File: config.mk
export PLATFORM = sky130hd
export DESIGN_NAME = armleocpu_fetch_linebuf
export DESIGN_NICKNAME = d
export VERILOG_FILES = /design/src/rtl/armleocpu_fetch_linebuf.sv
export SDC_FILE = /design/constraint.sdc
export NUM_CORES = 1
export LEC_CHECK = 0
export CORE_MARGIN = 10
export CORE_UTILIZATION = 40
export DETAILED_ROUTE_END_ITERATION = 6
export DONT_BUFFER_PORTS = 1
export RECOVER_POWER = 100
export SKIP_CTS_REPAIR_TIMING = 1
export SLEW_MARGIN = 20
export SYNTH_ARGS = -nofsm -noshare
export SYNTH_HDL_FRONTEND = slang
export SYNTH_SLANG_ARGS = --single-unit
File: constraint.sdc
create_clock -name clk -period 2.4 [get_ports clk]
set_input_delay 0.36 -clock clk [delete_from_list [all_inputs] [get_ports clk]]
set_output_delay 0.36 -clock clk [all_outputs]
set_load 0.02 [all_outputs]
File: src/rtl/armleocpu_fetch_linebuf.sv
// Single-line instruction buffer answering the fetch cache interface.
// Hits return in one cycle; a miss refills the whole line over a burst-read port.
module armleocpu_fetch_linebuf #(
  parameter int LINE_WORDS = 4
) (
  input  logic        clk,
  input  logic        rst_n,
  input  logic [3:0]  c_cmd,
  input  logic [31:0] c_address,
  output logic        c_done,
  output logic [3:0]  c_response,
  output logic [31:0] c_load_data,
  output logic        m_req_valid,
  input  logic        m_req_ready,
  output logic [31:0] m_req_addr,
  input  logic        m_rsp_valid,
  input  logic [31:0] m_rsp_data,
  input  logic        m_rsp_error
);
  localparam int WB  = $clog2(LINE_WORDS);
  localparam int OFF = WB + 2;
  localparam int TW  = 32 - OFF;
  localparam logic [WB-1:0] LAST_BEAT = WB'(LINE_WORDS - 1);

  localparam logic [3:0] CMD_NONE      = 4'd0;
  localparam logic [3:0] CMD_EXECUTE   = 4'd1;
  localparam logic [3:0] CMD_FLUSH_ALL = 4'd4;

  localparam logic [3:0] RSP_SUCCESS     = 4'd0;
  localparam logic [3:0] RSP_ACCESSFAULT = 4'd1;
  localparam logic [3:0] RSP_MISSALIGNED = 4'd3;
  localparam logic [3:0] RSP_UNKNOWNTYPE = 4'd4;

  typedef enum logic [2:0] {
    S_IDLE, S_LOOKUP, S_REFILL_REQ, S_REFILL_DATA, S_RESPOND
  } state_t;

  typedef struct packed {
    logic [3:0]  cmd;
    logic [31:0] addr;
  } req_t;

  state_t                       state_q, state_d;
  req_t                         req_q;
  logic                         valid_q, valid_d;
  logic [TW-1:0]                tag_q, tag_d;
  logic [WB-1:0]                beat_q, beat_d;
  logic                         fault_q, fault_d;
  logic [LINE_WORDS-1:0][31:0]  line_q;
  logic                         line_we;
  logic                         capture;

  logic [TW-1:0] req_tag;
  logic [WB-1:0] req_word;
  assign req_tag  = req_q.addr[31:OFF];
  assign req_word = req_q.addr[OFF-1:2];

  assign m_req_valid = (state_q == S_REFILL_REQ);
  assign m_req_addr  = {req_tag, {OFF{1'b0}}};

  always_comb begin
    state_d     = state_q;
    valid_d     = valid_q;
    tag_d       = tag_q;
    beat_d      = beat_q;
    fault_d     = fault_q;
    line_we     = 1'b0;
    c_done      = 1'b0;
    c_response  = RSP_SUCCESS;
    c_load_data = '0;

    case (state_q)
      S_LOOKUP: begin
        if (req_q.cmd == CMD_EXECUTE) begin
          if (req_q.addr[1:0] != 2'b00) begin
            c_done     = 1'b1;
            c_response = RSP_MISSALIGNED;
          end else if (valid_q && tag_q == req_tag) begin
            c_done      = 1'b1;
            c_load_data = line_q[req_word];
          end else begin
            // Invalidate first so a partially written line can never hit.
            valid_d = 1'b0;
            state_d = S_REFILL_REQ;
          end
        end else if (req_q.cmd == CMD_FLUSH_ALL) begin
          valid_d = 1'b0;
          c_done  = 1'b1;
        end else begin
          c_done     = 1'b1;
          c_response = RSP_UNKNOWNTYPE;
        end
      end
      S_REFILL_REQ: begin
        if (m_req_ready) state_d = S_REFILL_DATA;
      end
      S_REFILL_DATA: begin
        if (m_rsp_valid) begin
          line_we = 1'b1;
          beat_d  = beat_q + WB'(1);
          if (m_rsp_error) fault_d = 1'b1;
          if (beat_q == LAST_BEAT) state_d = S_RESPOND;
        end
      end
      S_RESPOND: begin
        c_done  = 1'b1;
        fault_d = 1'b0;
        if (fault_q) begin
          c_response = RSP_ACCESSFAULT;
        end else begin
          valid_d     = 1'b1;
          tag_d       = req_tag;
          c_load_data = line_q[req_word];
        end
      end
      default: ;
    endcase

    // A new command is taken when idle or in the same cycle the previous one completes.
    capture = (c_cmd != CMD_NONE) && ((state_q == S_IDLE) || c_done);
    if (c_done)                    state_d = capture ? S_LOOKUP : S_IDLE;
    else if (state_q == S_IDLE && capture) state_d = S_LOOKUP;
  end

  always_ff @(posedge clk) begin
    if (!rst_n) begin
      state_q <= S_IDLE;
      req_q   <= '0;
      valid_q <= 1'b0;
      tag_q   <= '0;
      beat_q  <= '0;
      fault_q <= 1'b0;
    end else begin
      state_q <= state_d;
      valid_q <= valid_d;
      tag_q   <= tag_d;
      beat_q  <= beat_d;
      fault_q <= fault_d;
      if (capture) begin
        req_q.cmd  <= c_cmd;
        req_q.addr <= c_address;
      end
    end
  end

  always_ff @(posedge clk) begin
    if (rst_n && line_we) line_q[beat_q] <= m_rsp_data;
  end
endmodule

==> out/results.tsv <==
metric	value	unit
number of max-cap violations	0	
Clock Tree Buf Depth	2	
post-layout net count	771	
Final Non-Filler Cells	977	
Worst EP arrival	2.38	ns
LEAKAGE	3.496	nW
reg-to-reg endpoint	m_req_addr[4]	
initial antenna violation count	0	
I/O Pins	143	
Mean Syn Cell Area	13.35	sq um
Startpoint Class	flop	
Yosys cell types	41	
CTS root buffer	clkbuf_16	
# diodes	0	
Reg clk slew, reported paths	0.08	ns
Routed met1 length	7.166	mm
number of I/O port buffers	0	
most common cell in the netlist	nand2_1	
TritonCTS clock tree	yes	
min-delay src	m_rsp_data[1]	
setup ws final	-0.3437	ns
clock power share	40.1	%
Chip Width	164.8	um
total track usage	12.84	%
synth top area cells	edfxtp_1, dfxtp_1, mux4_2	
drt drc	0	
Clock Sinks	199	
fmax	0.3645	GHz
Crit Path Max Fanout	32	
skew final	0.01155	ns
layout cells sized above 1	20.93	%
worst r2r path cells	10	
Area Growth Syn to Fin	18.76	%
synthesized area	8386	sq um
1st-iter DRT viols	283	
Vias per Instance	5.001	
Commonest cells post-synth	nand2_1, edfxtp_1, dfxtp_1, nor2b_1	
drt wl/cell	18.35	um
Seq/Total Area, Yosys	62.79	%
async set-reset flop share out of synthesis	0	%
CTS buffer count	17	
Worst EP required	2.04	ns
DR WL met3	1.238	mm
Design Power	7.139	mW
R2R Setup Slk	-0.01	ns
Psw	1.759	mW
dominant cell type by area after synthesis	edfxtp_1	
row cnt	52	
HP Class	primary input to flop	
worst slew pin tran	0.6092	ns
ys flop type	edfxtp_1	
TritonRoute pass-1 iters	6	
Met2 Wirelength	9.274	mm
highest metal used	met4	
outcome	finished, violations left	
Internal	5.380	mW
Reg-to-Reg Start	tag_q[27]	
Min-Delay Endpoint	line_q[65]	
dpl cells	912	
Placer Congestion	0.7668	
minimum clock period	2.744	ns
Slew HR	59.38	%
die area	27160	sq um
Hold Fails Final Rpt	0	
DRT Wirelength	17.93	mm
first-pass GRT wire length	26.90	mm
Final Cycle Share	114.3	%
part of the power in combinational logic	7.6	%
Starting Density	41.05	%
Switching Share	24.63	%
worst-skew pair later-pin latency	0.43	ns
vias in the first global route	4882	
Worst setup EP type	primary output	
Final Core Density	48.74	%
total grt overflow	0	
dpl hpwl	12.09	mm
setup violators final	37	
core area	20430	sq um
synthesized netlist cell count	628	
worst hold path stage count	0	
Max Slew Vio Count	0	
failing checks	negative setup slack	
Worst VDD drop	0.0004558	V
Yosys reg bits	199	
number of synthesized flops with an enable pin	128	
Reg power frac	52.3	%
Die Y	164.8	um
yosys warns	0	
top-area cell type share of the netlist area	45.84	%
ANT nets after route	0	
FILL cells	1797	
PwrDens	716.9	nW/um^2
H-tree lvl count	4	
vias	4886	
crit path kind	flop to primary output	
pin count of the biggest net entering global routing	113	
unrepaired setup endpoints after global routing	true	
## metal layers
layer	track usage [%]	vias up
met2	21.92	138
met1	14.45	2399
met3	4.805	19
li1	-	2330
met4	4.509	0
met5	0	-
## power groups by stage
stage | Clock [mW] | Sequential (mW) | Combinational (mW)
2_1_floorplan | 0 | 3.80 | 0.418
3_3_place_gp | 0 | 3.81 | 0.492
3_5_place_dp | 0 | 3.81 | 0.498
4_1_cts | 2.94 | 3.73 | 0.499
5_1_grt | 3.08 | 3.74 | 0.590
6_report | 2.86 | 3.73 | 0.543
## sequential cells by signal (all words and copies together), names as in the netlist
name        cells
valid_q         1
m_req_addr     28
fault_q         1
beat_q          2
req_q           8
line_q        128
tag_q          28
state_q         3
## layout by cell type, fill, tap and decap left out, types with 3 or more instances in the layout
master | netlist | final
conb_1 | 1 | 5
inv_6 | 0 | 4
edfxtp_1 | 128 | 128
o21ai_0 | 5 | 4
nor2b_2 | 0 | 4
clkbuf_16 | 0 | 18
inv_12 | 0 | 3
nor2b_1 | 34 | 30
buf_4 | 33 | 36
a21oi_1 | 4 | 4
ha_1 | 4 | 4
and3_2 | 0 | 4
buf_6 | 2 | 3
clkinv_8 | 0 | 3
dfxtp_1 | 71 | 62
inv_8 | 0 | 4
nor2_1 | 6 | 5
nand4_1 | 7 | 7
mux4_2 | 32 | 32
nand2_1 | 136 | 135
o22ai_1 | 5 | 5
buf_12 | 2 | 7
xnor2_1 | 30 | 24
mux2i_1 | 33 | 32
clkbuf_1 | 26 | 29
xnor2_2 | 0 | 6
clkbuf_4 | 0 | 4
dfxtp_2 | 0 | 9
dlygate4sd3_1 | 0 | 31
a21boi_0 | 30 | 30
## critical path, cell delays in order, from the launching register on
cell     delay [ns]
dfxtp_2        0.34
xnor2_2        0.17
nand4_1        0.21
nor4_4         0.31
buf_4          0.16
and2_4         0.15
a31oi_4        0.09
buf_12         0.19
nor2b_1        0.15
buf_4          0.16
## cell families (layout without fill, tap and decap cells)
kind of cell,Yosys count,in the layout,synth area share (%)
buffers and inverters,71,146,5.252
flip-flops,199,199,62.79
XOR/XNOR,30,30,3.133
adder cells (fa/ha/maj),4,4,0.5969
AND/OR/NAND/NOR,207,207,11.38
multiplexers,65,65,12.53
AO/OA/AOI/OAI,51,51,4.267
other,1,5,0.04472
## how the worst max path moves through the flow
stage	from	endpoint	slack, ns	cells after the start
3_5_place_dp	m_req_addr[16]	m_req_addr[30]	-0.27	9
5_1_grt	tag_q[3]	c_load_data[13]	-0.51	9
2_1_floorplan	state_q[1]	line_q[100]	0.11	4
4_1_cts	m_req_addr[16]	c_load_data[19]	-0.66	9
3_3_place_gp	m_req_addr[16]	m_req_addr[30]	-0.27	9
6_report	tag_q[27]	c_load_data[6]	-0.34	9
## metrics by stage
stage / worst slack [ns] / hold slack, ns / area, sq um / setup TNS [ns]
final: -0.3437 / 0.02992 / 9958 / -10.24
after floorplan: 0.1116 / 0.4362 / 8401 / 0
after global placement: -0.2695 / 0.4549 / 9060 / -6.341
after CTS: -0.6641 / -0.009974 / 9668 / -25.04
after global routing: -0.5073 / 0.00005324 / 9958 / -20.62
after detailed placement: -0.2736 / 0.4563 / 9060 / -8.164
## layout make-up
cell class | count | area, sq um | area share (%)
Sequential cell | 199 | 5276 | 52.98
Multi-Input combinational cell | 362 | 2805 | 28.17
Timing Repair Buffer | 112 | 923.4 | 9.273
Clock buffer | 17 | 425.4 | 4.272
Tap cell | 270 | 337.8 | 3.392
Clock inverter | 15 | 182.7 | 1.834
Inverter | 2 | 7.507 | 0.07539
Note: power is estimated with default switching activity, not from simulation.
